**config.mk**
```make
export PLATFORM = sky130hd
export DESIGN_NAME = gcd_stein_unit_flat
export DESIGN_NICKNAME = d
export VERILOG_FILES = /design/src/rtl/gcd_stein_unit_pkg.sv /design/src/rtl/gcd_stein_unit_if.sv /design/src/rtl/gcd_stein_unit_step.sv /design/src/rtl/gcd_stein_unit.sv /design/src/flat_wrapper.sv
export SDC_FILE = /design/constraint.sdc
export NUM_CORES = 1
export LEC_CHECK = 0
export BUFFER_PORTS_ARGS = -buffer_cell sky130_fd_sc_hd__buf_4
export CORE_AREA = 2 2 109 100
export DETAILED_ROUTE_END_ITERATION = 10
export DIE_AREA = 0 0 111 102
export PLACE_DENSITY = 0.55
export RECOVER_POWER = 50
export SYNTH_ARGS = -nofsm -noshare
export SYNTH_HDL_FRONTEND = slang
export SYNTH_HIERARCHICAL = 1
export SYNTH_SLANG_ARGS = --single-unit
```
**constraint.sdc**
```tcl
create_clock -name clk -period 2.95 [get_ports clk]
set_input_delay 0.1475 -clock clk [delete_from_list [all_inputs] [get_ports clk]]
set_output_delay 0.1475 -clock clk [all_outputs]
set_load 0.005 [all_outputs]
```
**src/rtl/gcd_stein_unit_pkg.sv**
```systemverilog
// rtl/gcd_stein_unit_pkg.sv - shared FSM encoding and cycle bound for the Stein GCD unit
// Contents:
//   IDLE_IDX..DONE_IDX : bit positions of the one-hot state vector
//   state_t            : one-hot states IDLE/STRIP/ITER/DONE
//   max_cycles(width)  : worst-case accept-to-result cycle count
package gcd_pkg;

  localparam int IDLE_IDX  = 0;
  localparam int STRIP_IDX = 1;
  localparam int ITER_IDX  = 2;
  localparam int DONE_IDX  = 3;

  typedef enum logic [3:0] {
    IDLE  = 4'(1 << IDLE_IDX),
    STRIP = 4'(1 << STRIP_IDX),
    ITER  = 4'(1 << ITER_IDX),
    DONE  = 4'(1 << DONE_IDX)
  } state_t;

  // At most WIDTH-1 common factors of two are stripped, the strip exit takes one
  // cycle, and each odd/odd reduction removes at least one bit from one operand.
  function automatic int max_cycles(input int width);
    return 3 * width + 3;
  endfunction

endpackage

```
**src/rtl/gcd_stein_unit_if.sv**
```systemverilog
// rtl/gcd_stein_unit_if.sv - request/result handshake bundle for the Stein GCD unit
// Signals:
//   in_valid/in_ready/in_a/in_b : operand pair handshake (producer -> engine)
//   out_valid/out_ready         : result handshake (engine -> consumer)
//   out_gcd/out_cycles          : result value and accept-to-result cycle count
//   busy                        : engine is working on or holding a result
// Modports: master = producer/consumer side, slave = engine side.
interface gcd_stein_unit_if
  import gcd_pkg::*;
#(
  parameter int WIDTH = 8,
  parameter int CNT_W = $clog2(max_cycles(WIDTH) + 1)
) ();

  logic             in_valid;
  logic             in_ready;
  logic [WIDTH-1:0] in_a;
  logic [WIDTH-1:0] in_b;
  logic             out_valid;
  logic             out_ready;
  logic [WIDTH-1:0] out_gcd;
  logic [CNT_W-1:0] out_cycles;
  logic             busy;

  modport master (
    output in_valid, in_a, in_b, out_ready,
    input  in_ready, out_valid, out_gcd, out_cycles, busy
  );

  modport slave (
    input  in_valid, in_a, in_b, out_ready,
    output in_ready, out_valid, out_gcd, out_cycles, busy
  );

endinterface

```
**src/rtl/gcd_stein_unit_step.sv**
```systemverilog
// rtl/gcd_stein_unit_step.sv - one combinational reduction step of binary GCD
// Ports:
//   a, b         in  WIDTH  current operands (at least one odd)
//   a_nxt, b_nxt out WIDTH  operands after one reduction step
//   equal        out 1      operands are equal (and odd): reduction finished
module gcd_stein_step #(
  parameter int WIDTH = 8
) (
  input  logic [WIDTH-1:0] a,
  input  logic [WIDTH-1:0] b,
  output logic [WIDTH-1:0] a_nxt,
  output logic [WIDTH-1:0] b_nxt,
  output logic             equal
);

  always_comb begin
    a_nxt = a;
    b_nxt = b;
    equal = 1'b0;
    if (!a[0]) begin
      a_nxt = a >> 1;
    end else if (!b[0]) begin
      b_nxt = b >> 1;
    end else if (a > b) begin
      // Both odd, so the difference is even and the halving is exact; ordering
      // the operands first means the subtraction never borrows.
      a_nxt = (a - b) >> 1;
    end else if (b > a) begin
      b_nxt = (b - a) >> 1;
    end else begin
      equal = 1'b1;
    end
  end

endmodule

```
**src/rtl/gcd_stein_unit.sv**
```systemverilog
// rtl/gcd_stein_unit.sv - binary (Stein) GCD engine with valid/ready handshakes
// Ports:
//   clk  in  1   clock, rising edge
//   rst  in  1   synchronous, active-high reset; aborts any operation
//   bus  slave   operand/result handshake (see gcd_stein_unit_if)
// One operation in flight: IDLE accepts a pair, STRIP removes common factors of
// two, ITER reduces until the operands meet, DONE holds the result until taken.
module gcd_stein_unit
  import gcd_pkg::*;
#(
  parameter int WIDTH = 8,
  parameter int CNT_W = $clog2(max_cycles(WIDTH) + 1)
) (
  input  logic              clk,
  input  logic              rst,
  gcd_stein_unit_if.slave   bus
);

  localparam int               K_W     = $clog2(WIDTH);
  localparam logic [CNT_W-1:0] CNT_MAX = CNT_W'(max_cycles(WIDTH));

  state_t           state_q;
  logic [WIDTH-1:0] a_q;
  logic [WIDTH-1:0] b_q;
  logic [K_W-1:0]   k_q;
  logic [CNT_W-1:0] cnt_q;
  logic [WIDTH-1:0] gcd_q;
  logic [CNT_W-1:0] cycles_q;

  logic [WIDTH-1:0] a_nxt;
  logic [WIDTH-1:0] b_nxt;
  logic             equal;

  gcd_stein_step #(.WIDTH(WIDTH)) u_step (
    .a     (a_q),
    .b     (b_q),
    .a_nxt (a_nxt),
    .b_nxt (b_nxt),
    .equal (equal)
  );

  // cnt_q counts edges since the accept edge (the accept edge itself is 1), so the
  // result edge stores cnt_q + 1.
  always_ff @(posedge clk) begin
    if (rst) begin
      state_q  <= IDLE;
      a_q      <= '0;
      b_q      <= '0;
      k_q      <= '0;
      cnt_q    <= '0;
      gcd_q    <= '0;
      cycles_q <= '0;
    end else begin
      unique case (state_q)
        IDLE: begin
          if (bus.in_valid) begin
            a_q   <= bus.in_a;
            b_q   <= bus.in_b;
            k_q   <= '0;
            cnt_q <= CNT_W'(1);
            if (bus.in_a == '0 || bus.in_b == '0) begin
              gcd_q    <= bus.in_a | bus.in_b;
              cycles_q <= CNT_W'(1);
              state_q  <= DONE;
            end else begin
              state_q <= STRIP;
            end
          end
        end
        STRIP: begin
          assert (cnt_q < CNT_MAX);
          cnt_q <= cnt_q + CNT_W'(1);
          if (!a_q[0] && !b_q[0]) begin
            assert (k_q < K_W'(WIDTH - 1));
            a_q <= a_q >> 1;
            b_q <= b_q >> 1;
            k_q <= k_q + K_W'(1);
          end else begin
            state_q <= ITER;
          end
        end
        ITER: begin
          assert (cnt_q < CNT_MAX);
          cnt_q <= cnt_q + CNT_W'(1);
          if (equal) begin
            // The common odd part times 2^k cannot exceed the smaller operand.
            gcd_q    <= a_q << k_q;
            cycles_q <= cnt_q + CNT_W'(1);
            state_q  <= DONE;
          end else begin
            a_q <= a_nxt;
            b_q <= b_nxt;
          end
        end
        DONE: begin
          if (bus.out_ready) begin
            state_q <= IDLE;
          end
        end
        default: state_q <= IDLE;
      endcase
    end
  end

  assign bus.in_ready   = state_q[IDLE_IDX];
  assign bus.busy       = !state_q[IDLE_IDX];
  assign bus.out_valid  = state_q[DONE_IDX];
  assign bus.out_gcd    = gcd_q;
  assign bus.out_cycles = cycles_q;

endmodule

```
**src/flat_wrapper.sv**
```systemverilog
// flat-port wrapper written by rule: the top's interface ports become plain ports
module gcd_stein_unit_flat import gcd_pkg::*;
#(
  parameter int WIDTH = 8,
  parameter int CNT_W = $clog2(max_cycles(WIDTH) + 1)
)
  (clk, rst, bus_in_valid, bus_in_a, bus_in_b, bus_out_ready, bus_in_ready, bus_out_valid, bus_out_gcd, bus_out_cycles, bus_busy);
  gcd_stein_unit_if #(.WIDTH(WIDTH), .CNT_W(CNT_W)) bus_i ();
  input  logic clk;
  input  logic rst;
  input wire logic [$bits(bus_i.in_valid)-1:0] bus_in_valid;
  input wire logic [$bits(bus_i.in_a)-1:0] bus_in_a;
  input wire logic [$bits(bus_i.in_b)-1:0] bus_in_b;
  input wire logic [$bits(bus_i.out_ready)-1:0] bus_out_ready;
  output wire logic [$bits(bus_i.in_ready)-1:0] bus_in_ready;
  output wire logic [$bits(bus_i.out_valid)-1:0] bus_out_valid;
  output wire logic [$bits(bus_i.out_gcd)-1:0] bus_out_gcd;
  output wire logic [$bits(bus_i.out_cycles)-1:0] bus_out_cycles;
  output wire logic [$bits(bus_i.busy)-1:0] bus_busy;
  assign bus_i.in_valid = bus_in_valid;
  assign bus_i.in_a = bus_in_a;
  assign bus_i.in_b = bus_in_b;
  assign bus_i.out_ready = bus_out_ready;
  assign bus_in_ready = bus_i.in_ready;
  assign bus_out_valid = bus_i.out_valid;
  assign bus_out_gcd = bus_i.out_gcd;
  assign bus_out_cycles = bus_i.out_cycles;
  assign bus_busy = bus_i.busy;
  gcd_stein_unit #(.WIDTH(WIDTH), .CNT_W(CNT_W)) u_core (.clk(clk), .rst(rst), .bus(bus_i));
endmodule
```
Yosys cells after proc, flatten, opt, wreduce, memory -nomap -nowiden
Index checks and enable logic that the tools add are counted.
Storage, ports and cells
  register bits: 41
  bits of input ports: 20
  output and inout bits: 16
  word-level logic and storage cells: 91
Operators by class
  add/sub/neg operators: 4
  order comparisons: 2
  equality and inequality tests: 16
  shifts and indexed selects: 1
  mux-type cells: 38
  bitwise logic cells: 1
  reduce and logical (&&, ||, !) cells: 20
Operator list (count)
  8-bit two-way mux: 16
  8-bit one-hot mux with 3 select lines: 2
  4-bit two-way mux: 5
  5-bit two-way mux: 4
  5-bit one-hot mux with 2 select lines: 2
  8-bit > comparator: 2
  8-bit logical NOT: 2
  4-bit one-hot mux with 4 select lines: 1
  8-bit one-hot mux with 2 select lines: 1
  8-bit subtractor: 2
  3-bit != test (second input constant): 4
  4-bit AND reduction: 3
  2-bit by 1-bit != test with 1-bit output (second input constant): 4
  2-bit != test (second input constant): 4
  8-bit OR: 1
  8-bit by 3-bit << shifter with 8-bit output: 1
  7-bit AND reduction: 1
  3-bit two-way mux: 2
  3-bit one-hot mux with 2 select lines: 1
  6-bit AND reduction: 1
  2-bit nonzero test: 3
  5-bit by 1-bit adder with 5-bit output (second input constant): 1
  5-bit AND reduction: 1
  4-bit by 1-bit == test with 1-bit output (second input constant): 1
  other kinds (12): 17

Logic depth before layout (Yosys ltp)
  depth after elaboration: 7
  mapped depth: 13
  depth with buffers taken out: 12

Modules after synthesis
The synthesis kept the hierarchy.
Modules (own cells, without submodules)
  gcd_stein_unit: times used 1, cells each 271, area each 2439.8 µm², sequential area each 820.8 µm²
  gcd_stein_step: times used 1, cells each 160, area each 1043.5 µm², sequential area each 0.0 µm²

Least setup slack after synthesis
Ideal clock, no wire load.
  path kind: reg2reg
  start point: reg u_core.a_q[0]
  end point: reg u_core.a_q[1]
  library setup time: 0.088 ns
  arrival time: 2.944 ns
  required time: 2.862 ns
  path slack: -0.083 ns
  cell stages (with the launch flop): 13
  path buffers: 1
  period minus slack after synthesis: 3.033 ns
  cells stage by stage: dfxtp_1 -> inv_1 -> ha_1 -> fa_1 -> nand2b_1 -> a211o_1 -> o211ai_2 -> a21oi_1 -> and2_1 -> a2bb2oi_2 -> clkbuf_1 -> a21oi_1 -> a311oi_2
On the way
  cells in the longest elaborated chain, start to end: 7
  elaborated cells between the ends (all ways): 19
  those cells by class: add/sub: 1; order compare: 2; eq/ne: 4; mux: 9; reduce/logical: 3
RTL lines
  start, declared: RTL line gcd_stein_unit.sv:23  | logic [WIDTH-1:0] a_q;
  start signal, assigned: RTL line gcd_stein_unit.sv:57  | a_q <= bus.in_a;
  start signal, assigned: RTL line gcd_stein_unit.sv:75  | a_q <= a_q >> 1;
  start signal, assigned: RTL line gcd_stein_unit.sv:91  | a_q <= a_nxt;
  8-bit > comparator: RTL line gcd_stein_unit_step.sv:28  | end else if (b > a) begin
  1-bit two-way mux: RTL line gcd_stein_unit_step.sv:28
  1-bit two-way mux: RTL line gcd_stein_unit_step.sv:24  | end else if (a > b) begin
  1-bit two-way mux: RTL line gcd_stein_unit_step.sv:22  | end else if (!b[0]) begin
  1-bit two-way mux (*): RTL line gcd_stein_unit_step.sv:20  | if (!a[0]) begin
  named net u_core.equal: RTL line gcd_stein_unit.sv:32  | logic equal;
  2-bit != test (no line) (*)
  6-bit AND reduction (no line) (*)
Mark *: on every way through the listed nets, which the timed path passes. The rest lies on a longest branch. The select of a mux whose other input is x is not followed.
A chain may end at the register's enable or synchronous reset.

Final worst setup path
  start point: reg u_core.a_q[0]
  end point: reg u_core.gcd_q[2] (netlist: u_core/bus.out_gcd[2])
On the way
  cells in the longest elaborated chain, start to end: 7
  elaborated cells between the ends (all ways): 11
  those cells by class: order compare: 2; eq/ne: 1; shift: 1; mux: 6; reduce/logical: 1
RTL lines
  8-bit > comparator: RTL line gcd_stein_unit_step.sv:28
  1-bit two-way mux: RTL line gcd_stein_unit_step.sv:28
  1-bit two-way mux: RTL line gcd_stein_unit_step.sv:24
  1-bit two-way mux: RTL line gcd_stein_unit_step.sv:22
  1-bit two-way mux (*): RTL line gcd_stein_unit_step.sv:20
  named net u_core.equal: RTL line gcd_stein_unit.sv:32
  2-bit by 1-bit != test with 1-bit output (no line) (*)
  4-bit AND reduction (no line) (*)
  end signal, assigned: RTL line gcd_stein_unit.sv:62  | gcd_q <= bus.in_a | bus.in_b;
  end signal, assigned: RTL line gcd_stein_unit.sv:87  | gcd_q <= a_q << k_q;
  end, declared: RTL line gcd_stein_unit.sv:27  | logic [WIDTH-1:0] gcd_q;
Marks and branches as above.

==> key figures <==
Synthesis
  – Mapped Nets: ~470
  – Synth cell types: 76
  – Synth Instances: about 430
  – Ys flop type: dfxtp_1
  – Asr flop ratio synth: 0%
  – Mean post-synth cell area: roughly 8 um2
  – Yosys Warn Count: 6
  – Post-Syn Area: approximately 0.0035 mm2
  – Synth Register Bits: between 40 and 50
  – Sequential share of the synthesized area: between 20% and 30%
  – EDFF count, synth: 0

Pwr
  – Seq pwr share: a little under a fifth
  – Sw power: roughly 0.0021 W
  – Internal power: 0.002368 W
  – Sw Share: 46.86%
  – Clk pwr share: 13.6%
  – Peak supply drop: between 400 and 500 uV
  – Pwr Density: roughly 1100 mW/mm2
  – Comb power frac: between 60% and 70%
  – Leakage: approximately 1.6 nW

Floorplanning
  – Chip Height: between 100 and 150 um
  – IO Pins: 36
  – Core area: 0.01012 mm2
  – Site Rows: 35
  – DIE WIDTH: roughly 110 um
  – Die area: around 0.011 mm2
  – Starting Density: 34.43%

Cells and area
  – Area growth from synthesis to layout: 21.48%
  – Commonest non-fill, non-tap cell in the layout: buf_4
  – Final Instance Area: approximately 0.0042 mm2
  – Most frequent cells in the layout: buf_4 (50), dfxtp_1 (41), a21oi_1 (39), nor2_1 (36), nand2_1 (36)
  – Antenna diode count: 0
  – Layout cell share with drive strength beyond 1: between 20% and 30%
  – Nets@finish: a little over 500

Worst setup path
  – Reg-to-reg slack, setup: about 0.12 ns
  – CP Launch Type: flip-flop
  – Critical Path Start: u_core/a_q[0]
  – Crit path cell chain: inv_1, ha_1, fa_1, nand2b_1, a211o_1, o211ai_2, a21oi_1, and2_2, nand3b_1, a21boi_2, o31ai_4, mux2_2
  – CP Capture Type: flip-flop
  – CP max-delay cell: fa_1
  – Critical path's largest stage delay: a little under 0.4 ns
  – Data arrival, critical path: ~3 ns
  – Worst-path maximum fanout: 8
  – WP buf/inv: 1
  – Worst EP required: 3.12 ns
  – CP endpoint: u_core/bus.out_gcd[2]
  – Reg-to-reg startpoint: u_core/a_q[0]
  – Worst r2r dst: u_core/bus.out_gcd[2]
  – Reg2Reg Depth: 12
  – CP top delay family: compound AO/OA/AOI/OAI gates
  – Cell count along the critical path: 12
  – Critical path class: reg2reg

Timing
  – Rel. slew slack: a little over two fifths
  – Fin crit period: 2.829 ns
  – Period utilization: approximately 96%
  – Slew @ Worst Pin: 0.8546 ns
  – Fmax: approximately 0.35 GHz
  – Final Hold Fails: 0
  – Worst hold slack: ~0.17 ns
  – Max Slew Vio Count: 0
  – Final Skew: ~0.0050 ns
  – Final setup fails: 0

Clock tree
  – Root Buffer Master: clkbuf_16
  – CTS clk-pin slew, worst paths: ~0.060 ns
  – Clk_lat worst skew: 0.28 ns
  – CTS Buffer Depth: 2
  – Htree depth: 2
  – Clock buffers created by TritonCTS: 5
  – Hold Buf Count CTS: 0
  – CTS tree: yes
  – Clock sink count: ~40

Global routing
  – Initial antenna violation count: 0
  – Vias in the first global route: approximately 3.2k
  – First-pass GRT wire length: ~17000 um
  – Largest net degree at the start of global routing: 40
  – GRT Util Overall: between 10% and 20%
  – Gr ovfl total: 0

Placed design
  – GPL Wtd Cong: a little under 0.9
  – Area after DPL: between 0.004 and 0.005 mm2
  – IO Port Bufs: 35
  – DP HPWL: 8447 um

Drt
  – Via count: approximately 3.6k
  – Vias per Instance: between 5 and 6
  – Drt first pass iters: 5
  – Number of DRC markers in iteration 0: roughly 280
  – Wire per inst: 18.32 um
  – Post-route DRC: 0
  – Overall routed net length: between 10000 and 15000 um
  – DRT antenna net count: 0

Job
  – Max Cap Viol: 0

Status
  – Status: completed

Hold path
  – Worst hold path type: in2reg
  – Hold path depth: 3
## metal layers
metal  wire length [um]  global-route usage [%]
met1               5536                   28.94
met2               4679                   27.56
met3                812                   4.330
met4                 72                   2.885
met5                  0                       0
## cell families (layout without fill, tap and decap cells)
family                   count (synthesis)  in the layout  synth area share [%]
flip-flops                              41             41                 23.56
multiplexers                            21             21                 6.824
buffers and inverters                   59            104                 7.399
AND/OR/NAND/NOR                        134            135                 20.04
AO/OA/AOI/OAI                          146            146                 32.04
XOR/XNOR                                10             10                 2.515
adder cells (fa/ha/maj)                 20             20                 7.615
## what timing repair did
item	in CTS	in global routing
setup endpoints to repair	0	29
gates resized for setup	0	9
endpoints found under the hold margin	0	0
setup buffers	0	3
## flip-flops by register name, indices dropped and copies added (netlist names)
signal	count
u_core/k_q	3
u_core/state_q	4
u_core/a_q	8
u_core/bus.out_cycles	5
u_core/cnt_q	5
u_core/bus.out_gcd	8
u_core/b_q	8
## through the flow
stage	utilization [%]	total power, W	setup slack (ns)	instances	TNS (ns)
2_1_floorplan	-	0.002826	0.02889	431	0
3_3_place_gp	39.80	0.003692	0.01175	595	0
3_5_place_dp	39.80	0.003707	0.03081	595	0
4_1_cts	41.39	0.004326	0.009587	602	0
5_1_grt	41.83	0.004781	-0.01954	606	-0.01954
6_report	41.83	0.004455	0.1210	606	0
## worst reg2reg max path, stage by stage, from the launching register on
cell and delay [ns]:
dfxtp_1 0.35, inv_1 0.07, ha_1 0.22, fa_1 0.39, nand2b_1 0.17, a211o_1 0.29
o211ai_2 0.11, a21oi_1 0.10, and2_2 0.27, nand3b_1 0.12, a21boi_2 0.10, o31ai_4 0.15
mux2_2 0.40
## cells in the mapped netlist (all sizes together) (12+ instances only)
master / count / share of area [%]
mux2i: 17 / 4.9
buf: 17 / 2.8
ha: 18 / 6.5
dfxtp: 41 / 24
a22oi: 18 / 3.9
nand2: 36 / 3.9
a21oi: 39 / 5.6
inv: 28 / 3.0
o21ai: 15 / 2.2
nor2: 36 / 4.0
a311oi: 14 / 5.0
nor3: 12 / 1.7
clkbuf: 14 / 1.5
## power groups by stage
stage	combinational [W]	clock, W	sequential [W]
floorplan	0.00200	0	0.000822
global placement	0.00287	0	0.000823
finish	0.00303	0.000606	0.000817
CTS	0.00289	0.000618	0.000817
detailed placement	0.00288	0	0.000828
global route	0.00331	0.000637	0.000835
## worst min-delay path by stage
stage / startpoint / slack (ns) / end
final: bus_in_a[5] / 0.17 / u_core/a_q[5]
after global routing: bus_in_valid / 0.18 / u_core/state_q[0]
after CTS: bus_in_a[5] / 0.16 / u_core/a_q[5]
after detailed placement: bus_in_a[5] / 0.46 / u_core/a_q[5]
after global placement: u_core/bus.out_gcd[1] / 0.45 / u_core/bus.out_gcd[1]
after floorplan: bus_in_valid / 0.31 / u_core/state_q[0]
## cell type report
cell class                 instances  area [um2]
inverter                          28       105.1
sequential                        41       820.8
clock buffer                       5       125.1
clock inverter                     2       35.03
tap                              129       161.4
multi-input combinational        332        2472
fill                            1022        5884
timing repair buffer              69       511.7
Power figures use the tool's default switching activity.
